## src/rtl/matriz_carga_det_pkg.sv

```systemverilog
// matriz_carga_det_pkg: shared widths, FSM states and element offset for the matrix loaders
package matriz_carga_det_pkg;
  localparam int ELEM_W = 8;
  localparam int DIM = 5;
  localparam int MAT_W = DIM * DIM * ELEM_W;
  localparam int TIMEOUT = 32;
  localparam int IDX_W = $clog2(DIM) + 1;
  localparam int TMO_W = $clog2(TIMEOUT) + 1;
  typedef enum logic [1:0] {ST_IDLE, ST_LOAD, ST_RUN, ST_DONE} state_t;
  function automatic int elem_off(input logic [IDX_W-1:0] r, input logic [IDX_W-1:0] c);
    return (int'(r) * DIM + int'(c)) * ELEM_W;
  endfunction
endpackage

```

## src/rtl/matriz_carga_det_if.sv

```systemverilog
// matriz_carga_det_if: command, element stream, determinant-unit and result signals of the loader
interface matriz_carga_det_if;
  import matriz_carga_det_pkg::*;
  logic op_begin;
  logic [2:0] size;
  logic in_valid;
  logic in_ready;
  logic [ELEM_W-1:0] in_data;
  logic [MAT_W-1:0] matriz_A;
  logic start;
  logic done_in;
  logic [ELEM_W-1:0] det_in;
  logic [ELEM_W-1:0] result;
  logic result_valid;
  logic busy;
  logic error;
  modport master (
    output op_begin, size, in_valid, in_data, done_in, det_in,
    input in_ready, matriz_A, start, result, result_valid, busy, error
  );
  modport slave (
    input op_begin, size, in_valid, in_data, done_in, det_in,
    output in_ready, matriz_A, start, result, result_valid, busy, error
  );
endinterface

```

## src/rtl/matriz_carga_det_idx_cnt.sv

```systemverilog
// matriz_idx_cnt: row-major row/col counter wrapping at N with clear, advance and last-element flag
module matriz_idx_cnt
  import matriz_carga_det_pkg::*;
(
  input  logic             clk,
  input  logic             rst,
  input  logic             clr,
  input  logic             adv,
  input  logic [2:0]       n,
  output logic [IDX_W-1:0] row,
  output logic [IDX_W-1:0] col,
  output logic             last
);
  logic [IDX_W-1:0] row_q, row_d, col_q, col_d, nm1;
  logic wrap;
  // col wraps to 0 at N-1 and carries into row; clear wins over advance
  always_comb begin
    nm1 = IDX_W'(n) - IDX_W'(1);
    wrap = col_q == nm1;
    row_d = clr ? '0 : (adv && wrap) ? row_q + IDX_W'(1) : row_q;
    col_d = clr ? '0 : adv ? (wrap ? '0 : col_q + IDX_W'(1)) : col_q;
  end
  // index registers
  always_ff @(posedge clk or posedge rst)
    if (rst) begin
      row_q <= '0;
      col_q <= '0;
    end else begin
      row_q <= row_d;
      col_q <= col_d;
    end
  assign row = row_q;
  assign col = col_q;
  assign last = wrap && row_q == nm1;
endmodule

```

## src/rtl/matriz_carga_det.sv

```systemverilog
// matriz_carga_det: loads an NxN matrix element stream, runs the determinant unit and returns det
module matriz_carga_det
  import matriz_carga_det_pkg::*;
(
  input logic clk,
  input logic rst,
  matriz_carga_det_if.slave bus
);
  state_t state_q, state_d;
  logic [2:0] n_q, n_d;
  logic [MAT_W-1:0] mat_q, mat_d;
  logic [ELEM_W-1:0] result_q, result_d;
  logic [TMO_W-1:0] tmo_q, tmo_d;
  logic start_q, start_d, in_ready_q, in_ready_d, rv_q, rv_d, busy_q, busy_d, error_q, error_d;
  logic clr, adv, last;
  logic [IDX_W-1:0] row, col;

  matriz_idx_cnt u_idx (.clk, .rst, .clr, .adv, .n(n_q), .row, .col, .last);

  // sequencing, packing, timeout and capture; outputs come from the next state so they are registered
  always_comb begin
    state_d = state_q;
    n_d = n_q;
    mat_d = mat_q;
    result_d = result_q;
    tmo_d = '0;
    error_d = 1'b0;
    clr = 1'b0;
    adv = 1'b0;
    case (state_q)
      ST_IDLE:
        if (bus.op_begin) begin
          if (bus.size >= 3'd2 && bus.size <= 3'd5) begin
            n_d = bus.size;
            mat_d = '0;
            clr = 1'b1;
            state_d = ST_LOAD;
          end else error_d = 1'b1;
        end
      ST_LOAD:
        if (bus.in_valid && in_ready_q) begin
          mat_d[elem_off(row, col) +: ELEM_W] = bus.in_data;
          adv = 1'b1;
          state_d = last ? ST_RUN : ST_LOAD;
        end
      ST_RUN: begin
        tmo_d = tmo_q + TMO_W'(1);
        if (bus.done_in && start_q) begin
          result_d = bus.det_in;
          state_d = ST_DONE;
        end else if (tmo_q == TMO_W'(TIMEOUT - 1)) begin
          result_d = '0;
          error_d = 1'b1;
          state_d = ST_IDLE;
        end
      end
      ST_DONE: state_d = ST_IDLE;
      default: state_d = ST_IDLE;
    endcase
    start_d = state_d == ST_RUN;
    in_ready_d = state_d == ST_LOAD;
    rv_d = state_d == ST_DONE;
    busy_d = state_d != ST_IDLE;
  end

  // state and registered outputs; reset aborts any operation at once
  always_ff @(posedge clk or posedge rst)
    if (rst) begin
      state_q <= ST_IDLE;
      n_q <= '0;
      mat_q <= '0;
      result_q <= '0;
      tmo_q <= '0;
      start_q <= 1'b0;
      in_ready_q <= 1'b0;
      rv_q <= 1'b0;
      busy_q <= 1'b0;
      error_q <= 1'b0;
    end else begin
      state_q <= state_d;
      n_q <= n_d;
      mat_q <= mat_d;
      result_q <= result_d;
      tmo_q <= tmo_d;
      start_q <= start_d;
      in_ready_q <= in_ready_d;
      rv_q <= rv_d;
      busy_q <= busy_d;
      error_q <= error_d;
    end

  assign bus.in_ready = in_ready_q;
  assign bus.matriz_A = mat_q;
  assign bus.start = start_q;
  assign bus.result = result_q;
  assign bus.result_valid = rv_q;
  assign bus.busy = busy_q;
  assign bus.error = error_q;
endmodule

```

## src/flat_wrapper.sv

```systemverilog
// flat-port wrapper written by rule: the top's interface ports become plain ports
module matriz_carga_det_flat import matriz_carga_det_pkg::*;
  (clk, rst, bus_op_begin, bus_size, bus_in_valid, bus_in_data, bus_done_in, bus_det_in, bus_in_ready, bus_matriz_A, bus_start, bus_result, bus_result_valid, bus_busy, bus_error);
  matriz_carga_det_if bus_i ();
  input logic clk;
  input logic rst;
  input wire logic [$bits(bus_i.op_begin)-1:0] bus_op_begin;
  input wire logic [$bits(bus_i.size)-1:0] bus_size;
  input wire logic [$bits(bus_i.in_valid)-1:0] bus_in_valid;
  input wire logic [$bits(bus_i.in_data)-1:0] bus_in_data;
  input wire logic [$bits(bus_i.done_in)-1:0] bus_done_in;
  input wire logic [$bits(bus_i.det_in)-1:0] bus_det_in;
  output wire logic [$bits(bus_i.in_ready)-1:0] bus_in_ready;
  output wire logic [$bits(bus_i.matriz_A)-1:0] bus_matriz_A;
  output wire logic [$bits(bus_i.start)-1:0] bus_start;
  output wire logic [$bits(bus_i.result)-1:0] bus_result;
  output wire logic [$bits(bus_i.result_valid)-1:0] bus_result_valid;
  output wire logic [$bits(bus_i.busy)-1:0] bus_busy;
  output wire logic [$bits(bus_i.error)-1:0] bus_error;
  assign bus_i.op_begin = bus_op_begin;
  assign bus_i.size = bus_size;
  assign bus_i.in_valid = bus_in_valid;
  assign bus_i.in_data = bus_in_data;
  assign bus_i.done_in = bus_done_in;
  assign bus_i.det_in = bus_det_in;
  assign bus_in_ready = bus_i.in_ready;
  assign bus_matriz_A = bus_i.matriz_A;
  assign bus_start = bus_i.start;
  assign bus_result = bus_i.result;
  assign bus_result_valid = bus_i.result_valid;
  assign bus_busy = bus_i.busy;
  assign bus_error = bus_i.error;
  matriz_carga_det u_core (.clk(clk), .rst(rst), .bus(bus_i));
endmodule
```

## config.mk

```make
export PLATFORM = sky130hd
export DESIGN_NAME = matriz_carga_det_flat
export DESIGN_NICKNAME = d
export VERILOG_FILES = /design/src/rtl/matriz_carga_det_pkg.sv /design/src/rtl/matriz_carga_det_if.sv /design/src/rtl/matriz_carga_det_idx_cnt.sv /design/src/rtl/matriz_carga_det.sv /design/src/flat_wrapper.sv
export SDC_FILE = /design/constraint.sdc
export NUM_CORES = 1
export LEC_CHECK = 0
export CAP_MARGIN = 10
export CORE_ASPECT_RATIO = 1.1
export CORE_UTILIZATION = 43
export CTS_CLUSTER_DIAMETER = 100
export DETAILED_ROUTE_END_ITERATION = 6
export GPL_TIMING_DRIVEN = 0
export PLACE_DENSITY = 0.66
export SYNTH_ARGS = -nofsm -noshare
export SYNTH_HDL_FRONTEND = slang
export SYNTH_SLANG_ARGS = --single-unit
```

## constraint.sdc

```tcl
create_clock -name clk -period 12.02 [get_ports clk]
set_clock_uncertainty 0.2 [all_clocks]
set_input_delay 1.803 -clock clk [delete_from_list [all_inputs] [get_ports clk]]
set_output_delay 1.803 -clock clk [all_outputs]
set_load 0.02 [all_outputs]
```

==> results of run 1 <==
==> cell type report <==
class / instances / area (um2)
Clock inverter: 8 / 50.05
Sequential cell: 232 / 5806
Buffer: 69 / 295.3
Inverter: 13 / 56.30
Clock buffer: 37 / 730.7
Tap cell: 305 / 381.6
Multi-Input combinational cell: 619 / 4287
Timing Repair Buffer: 238 / 2395
Fill cell: 2068 / 9769
==> layout by cell type (no fill, tap or decap), types with 2 or more instances in the layout <==
cell type	Yosys	routed
a21oi_1	9	9
a22o_1	74	74
a41oi_2	8	8
and2_1	15	15
buf_1	3	3
buf_2	12	13
buf_4	3	3
clkbuf_1	48	54
clkbuf_16	0	25
clkbuf_2	2	2
clkbuf_8	0	6
clkdlybuf4s50_1	0	236
clkinv_2	0	5
dfrtp_1	232	232
fa_1	2	2
ha_1	14	14
inv_1	12	11
mux2i_1	2	2
nand2_1	46	46
nand2b_1	8	8
nand3_1	21	21
nand4_1	17	17
nor2_1	35	35
nor2_2	8	8
nor2b_1	4	4
nor3_1	14	14
nor4_1	2	2
o2111ai_1	10	10
o211ai_1	64	64
o21ai_0	139	139
o21ai_1	9	9
o22ai_1	2	2
o311ai_0	64	64
or2_2	3	3
xnor2_1	14	14
xor2_1	6	6
xor2_2	2	2
xor3_1	2	2
==> kinds of logic after synthesis <==
logic type | Yosys count | synth area share, %
simple gates | 182 | 8.884
compound gates | 393 | 27.23
xor+xnor | 25 | 2.602
buf+inv | 82 | 3.297
mux | 3 | 0.2997
flops | 232 | 55.63
fa+ha+maj | 16 | 2.062
==> worst paths after layout <==
| check | slack (ns) | cells past startpoint | from | end |
|---|---|---|---|---|
| max | 7.20 | 15 | u_core.u_idx.row[1] | u_core.bus.matriz_A[16] |
| min | 0.27 | 1 | u_core.tmo_q[0] | u_core.tmo_q[0] |
| max reg2reg | 7.20 | 15 | u_core.u_idx.row[1] | u_core.bus.matriz_A[16] |
| min reg2reg | 0.27 | 1 | u_core.tmo_q[0] | u_core.tmo_q[0] |
| max in group asynchronous | 8.96 | 3 | rst | u_core.bus.matriz_A[2] |
| min in group asynchronous | 1.61 | 2 | rst | u_core.bus.result_valid |
==> power by group <==
| group | switching [uW] | internal [uW] | total (uW) | leakage (uW) |
|---|---|---|---|---|
| Combinational | 629 | 230 | 859 | 0.00211 |
| Clock | 317 | 420 | 738 | 0.000387 |
| Sequential | 31.2 | 818 | 849 | 0.00321 |
==> worst max-delay path: cells and delay by family (launching register included) <==
kind,cells,cell delay (ns)
compound gates,6,1.58
fa+ha+maj,4,1.30
buf+inv,2,0.66
flops,1,0.49
simple gates,3,0.45
==> per-stage QoR <==
| stage | total power, uW | area (um2) | instances |
|---|---|---|---|
| floorplan | 1403 | 10440 | 933 |
| global placement | 1706 | 13180 | 1474 |
| detailed placement | 1711 | 13220 | 1475 |
| CTS | 2448 | 14000 | 1520 |
| global route | 2559 | 14000 | 1521 |
| finish | 2446 | 14000 | 1521 |
==> cell usage after synthesis, types with 2 or more instances <==
| cell | n |
|---|---|
| buf_4 | 3 |
| o22ai_1 | 2 |
| xnor2_1 | 14 |
| clkbuf_2 | 2 |
| nor2b_1 | 4 |
| o21ai_1 | 9 |
| nor3_1 | 14 |
| nand2_1 | 46 |
| a22o_1 | 74 |
| mux2i_1 | 2 |
| o2111ai_1 | 10 |
| and2_1 | 15 |
| inv_1 | 12 |
| o21ai_0 | 139 |
| nor2_2 | 8 |
| o211ai_1 | 64 |
| a21oi_1 | 9 |
| dfrtp_1 | 232 |
| or2_2 | 3 |
| nand4_1 | 17 |
| nand3_1 | 21 |
| xor3_1 | 2 |
| o311ai_0 | 64 |
| nor4_1 | 2 |
| fa_1 | 2 |
| nand2b_1 | 8 |
| xor2_1 | 6 |
| buf_1 | 3 |
| a41oi_2 | 8 |
| buf_2 | 12 |
| xor2_2 | 2 |
| nor2_1 | 35 |
| clkbuf_1 | 48 |
| ha_1 | 14 |
==> per-layer routing <==
metal	global-route usage, %	wire length (um)
met1	37.66	14140
met2	41.96	15240
met3	5.962	2853
met4	6.612	661
met5	0	0
==> registers in the layout, indices dropped and copies added, names as in the netlist, 2 cells and up <==
name / cells
u_core.u_idx.row: 4
u_core.state_q: 2
u_core.tmo_q: 6
u_core.bus.matriz_A: 200
u_core.bus.result: 8
u_core.n_q: 3
u_core.u_idx.col: 4
==> metrics.txt, run 1 <==
post-layout util 58.90%; Vert. Die Dim 165.4 um; Crit Path Class register to register; DR iter-0 viols 647; Synth Cell Area 10440 um2; Synthesized Nets 973; first-pass GRT wire length 51600 um; setup_tns 0 ns; RSZ-0062 raised after global routing no; ys async rst share 100.0%; total global routing overflow 0; HPWL after detailed placement 22760 um; worst setup margin 7.197 ns; slowest cell delay on critical path 0.59 ns; final hold violations 0; TritonCTS Buffers 25; CP max FO 10; crit path cell chain ha_1, ha_1, fa_1, o21ai_0, a211oi_1, a2bb2oi_2, nand3_1, nor2_1, ha_1, nor2b_1, buf_1, o21ai_2, clkbuf_1, o311ai_0, o21ai_0; Routability Congestion 0.8436; final WL 32890 um; Hold Path Class register to register; die area 24900 um2; CTS tree built; number of global-route vias before repair 8919; WP data required 12.20 ns; Mapped Avg Cell Area 11.19 um2; drt pass-1 iters 5; maximum clock rate 0.2073 GHz; sequential area share after synthesis 55.63%; CTS clk-pin slew, worst paths 0.06 ns; Synth-to-Final Area Change 34.16%; post-route DRC violation count 0; pin count of the biggest net entering global routing 118; CP dominant cell by count ha_1; ant diodes 0; EDFF count, synth 0; Vias 9170; Placement Rows 59; Tmin final 4.823 ns; post-CTS sizing 0; Tightest Pin Transition 0.8536 ns; # setup viols final 0; crit path launch type register; CP endpoint kind register; Post-Synthesis Cells 933; slowest CP cell fa_1; clk buf depth 3; layout cells sized above 1 7.566%; NumNets Final 1238; Max Slew Vio Count 0; Skew-Pair Late Insertion Delay 0.52 ns; CTS root buf clkbuf_16; slew margin rel. 43.03%; Yosys top cell by area dfrtp_1; yosys warns 0; PortBufs 236; worst vdd ir 0.1094 mV; period utilization 40.12%; CTS HTree Levels 1; P per Cell Area 174.7 nW/um2; max_cap viols 0; Vias/cell 6.029; Yosys top cell area share 55.63%; CTS Sinks 232; hold_buf cts 0; Ports 237; post-CTS setup buffers 0; routed length per placed instance 21.63 um; Core ar. 23770 um2; main flop type after synthesis dfrtp_1; register bit count reported by yosys 232; dpl ws 6.975 ns; Initial Utilization 43.90%; CP Data Arrival Time 5.01 ns; GRT Total Usage 26.79%; Die Wd 150.5 um; status finished clean; Hold Slack 0.2697 ns; Yosys cell types 61; initial antenna violation count 0; leakage 0.005710 uW; Area contributors post-synth dfrtp_1 (56%), o21ai_0 (6.7%), a22o_1 (6.2%); Routed Antenna Nets 0
No activity file was read; power rests on OpenSTA's default activity.
==> run 2: changes to the inputs <==
Clock period 12.02 ns to 4.5 ns, I/O delays scaled along.
==> metrics.txt, run 2 (same netlist as run 1, synthesis figures left out) <==
status finished clean (unchanged); CP max FO 10 (unchanged); post-route DRC violation count 0 (unchanged); TritonCTS Buffers 26 (was 25); hold_buf cts 0 (unchanged); Worst Reg-to-Reg Cells 14 (was 15); Critical Path Start u_core.u_idx.row[1] (unchanged); final hold violations 0 (unchanged); clk buf depth 3 (unchanged); Post-DP Area 13300 um2 (was 13220 um2); layout cells sized above 1 10.05% (was 7.566%); CTS root buf clkbuf_16 (unchanged); commonest cells after routing, fill and taps aside clkdlybuf4s50_1 (236), dfrtp_1 (231), o21ai_0 (136), a22o_1 (74), o211ai_1 (64) (was clkdlybuf4s50_1 (236), dfrtp_1 (232), o21ai_0 (139), a22o_1 (74)); Critical R2R Capture u_core.bus.matriz_A[150] (was u_core.bus.matriz_A[16]); CP endpoint kind register (unchanged); max_cap viols 0 (unchanged); Core ar. 23770 um2 (unchanged); Tightest Pin Transition 0.8366 ns (was 0.8536 ns); area occupied by registers 5807 um2 (was 5806 um2); worst setup margin 0.1707 ns (was 7.197 ns); number of global-route vias before repair 9069 (was 8919); Die Wd 150.5 um (unchanged); maximum clock rate 0.2310 GHz (was 0.2073 GHz); worst vdd ir 0.2592 mV (was 0.1094 mV); max reg flops 200 (unchanged); routed length per placed instance 21.75 um (was 21.63 um); Skew-Pair Late Insertion Delay 0.53 ns (was 0.52 ns); initial antenna violation count 0 (unchanged); Hold Path Class register to register (unchanged); drt pass-1 iters 5 (unchanged); P per Cell Area 465.8 nW/um2 (was 174.7 nW/um2); DR iter-0 viols 582 (was 647); Tmin final 4.329 ns (was 4.823 ns); Multi-input gate area 4335 um2 (was 4287 um2); PortBufs 236 (unchanged); Synth-to-Final Area Change 36.85% (was 34.16%); Initial Utilization 43.90% (unchanged); dpl ws -0.3333 ns (was 6.975 ns); period utilization 96.21% (was 40.12%); ant diodes 0 (unchanged); Vert. Die Dim 165.4 um (unchanged); WP data required 4.77 ns (was 12.20 ns); CTS clk-pin slew, worst paths 0.06 ns (about the same); CTS HTree Levels 1 (unchanged); die area 24900 um2 (unchanged); crit path launch type register (unchanged); R2R Path Start u_core.u_idx.row[1] (unchanged); Ports 237 (unchanged); fill count 2017 (was 2068); R2R Setup Slk 0.17 ns (was 7.20 ns); Crit Path Class register to register (unchanged); pin count of the biggest net entering global routing 43 (was 118); CTS tree built (unchanged); crit path to u_core.bus.matriz_A[150] (was u_core.bus.matriz_A[16]); Routability Congestion 0.8519 (was 0.8436); HPWL after detailed placement 23500 um (was 22760 um); # setup viols final 0 (unchanged); Vias 9133 (was 9170); final WL 33470 um (was 32890 um); Final Cell Area 14280 um2 (was 14000 um2); RSZ-0062 raised after global routing yes (was no); CP Data Arrival Time 4.60 ns (was 5.01 ns); layer with the highest usage met2 (unchanged); CTS Sinks 232 (unchanged); Routed Antenna Nets 0 (unchanged); Vias/cell 5.934 (was 6.029); most common cell after layout, fill and taps aside clkdlybuf4s50_1 (unchanged); M3 GR Usage 6.813% (was 5.962%); leakage 0.005827 uW (was 0.005710 uW); total global routing overflow 0 (unchanged); slew margin rel. 44.17% (was 43.03%); met2 usage 41.52% (was 41.96%); NumNets Final 1255 (was 1238); Max Slew Vio Count 0 (unchanged); Placement Rows 59 (unchanged); GR Util met1 37.67% (was 37.66%); first-pass GRT wire length 52160 um (was 51600 um); GRT Total Usage 27.26% (was 26.79%)
## run 2: cell count changes in the layout (fill, tap and decap cells not counted), moves of 3 or more
cell	change
o21ai_1	+3
o311ai_1	+21
clkbuf_2	+3
buf_12	+6
clkbuf_1	-6
o311ai_0	-21
buf_4	+11
o21ai_0	-3
buf_2	+4
## run 2: how the worst min path moves through the flow
stage,from,to,slack [ns],depth (start not counted)
2_1_floorplan,u_core.tmo_q[0],u_core.tmo_q[0],0.23,1
3_3_place_gp,u_core.tmo_q[0],u_core.tmo_q[0],0.24,1
3_5_place_dp,u_core.tmo_q[0],u_core.tmo_q[0],0.25,1
4_1_cts,u_core.tmo_q[0],u_core.tmo_q[0],0.27,1
5_1_grt,u_core.tmo_q[0],u_core.tmo_q[0],0.30,1
6_report,u_core.tmo_q[0],u_core.tmo_q[0],0.26,1
## run 2: metrics by stage
step	power (uW)	setup TNS [ns]	utilization, %	cells	hold WS, ns
floorplan	3747	0	-	933	0.2331
global placement	4553	-290.36	55.46	1474	0.2446
detailed placement	4566	-36.21	55.97	1480	0.2513
CTS	6630	0	59.53	1528	0.2673
global route	6972	-1.041	60.09	1539	0.2975
finish	6653	0	60.09	1539	0.2612
## run 2: critical path: stages (launching register included)
cell       delay, ns
dfrtp_2         0.47
ha_1            0.32
ha_1            0.23
fa_2            0.60
inv_1           0.10
o22ai_1         0.30
xnor2_2         0.15
nand3_1         0.09
nor2_1          0.04
ha_1            0.28
nor2b_1         0.17
clkbuf_4        0.25
o2111ai_2       0.33
nor2_2          0.49
a22o_1          0.22
## run 2: what timing repair did
action / CTS / global route
endpoints found under the hold margin: 0 / 0
gates cloned: 0 / 0
gates resized for setup: 3 / 54
pin swaps: 2 / 9
setup buffers: 1 / 10
endpoints found under the setup margin: 199 / 197
## run 2: layout make-up
class,instances,share of cell area (%)
well taps,305,2.672
repair buffers,254,17.99
plain buffers,69,2.181
clock buffers,41,5.519
flip-flops and latches,232,40.66
clock inverters,6,0.2541
inverters,13,0.3679
multi-input cells,619,30.35
## run 2: routing by layer
layer  vias up  share of wire, %
li1       4161                 -
met1      4518                44
met2       382                45
met3        72               7.8
met4         0               3.4
met5         -                 0
## run 2: power by group
group | switching (uW) | internal [uW] | leakage, uW | total [uW]
Clock | 848 | 1200 | 0.000406 | 2050
Combinational | 1700 | 641 | 0.00221 | 2340
Sequential | 83.7 | 2190 | 0.00321 | 2270
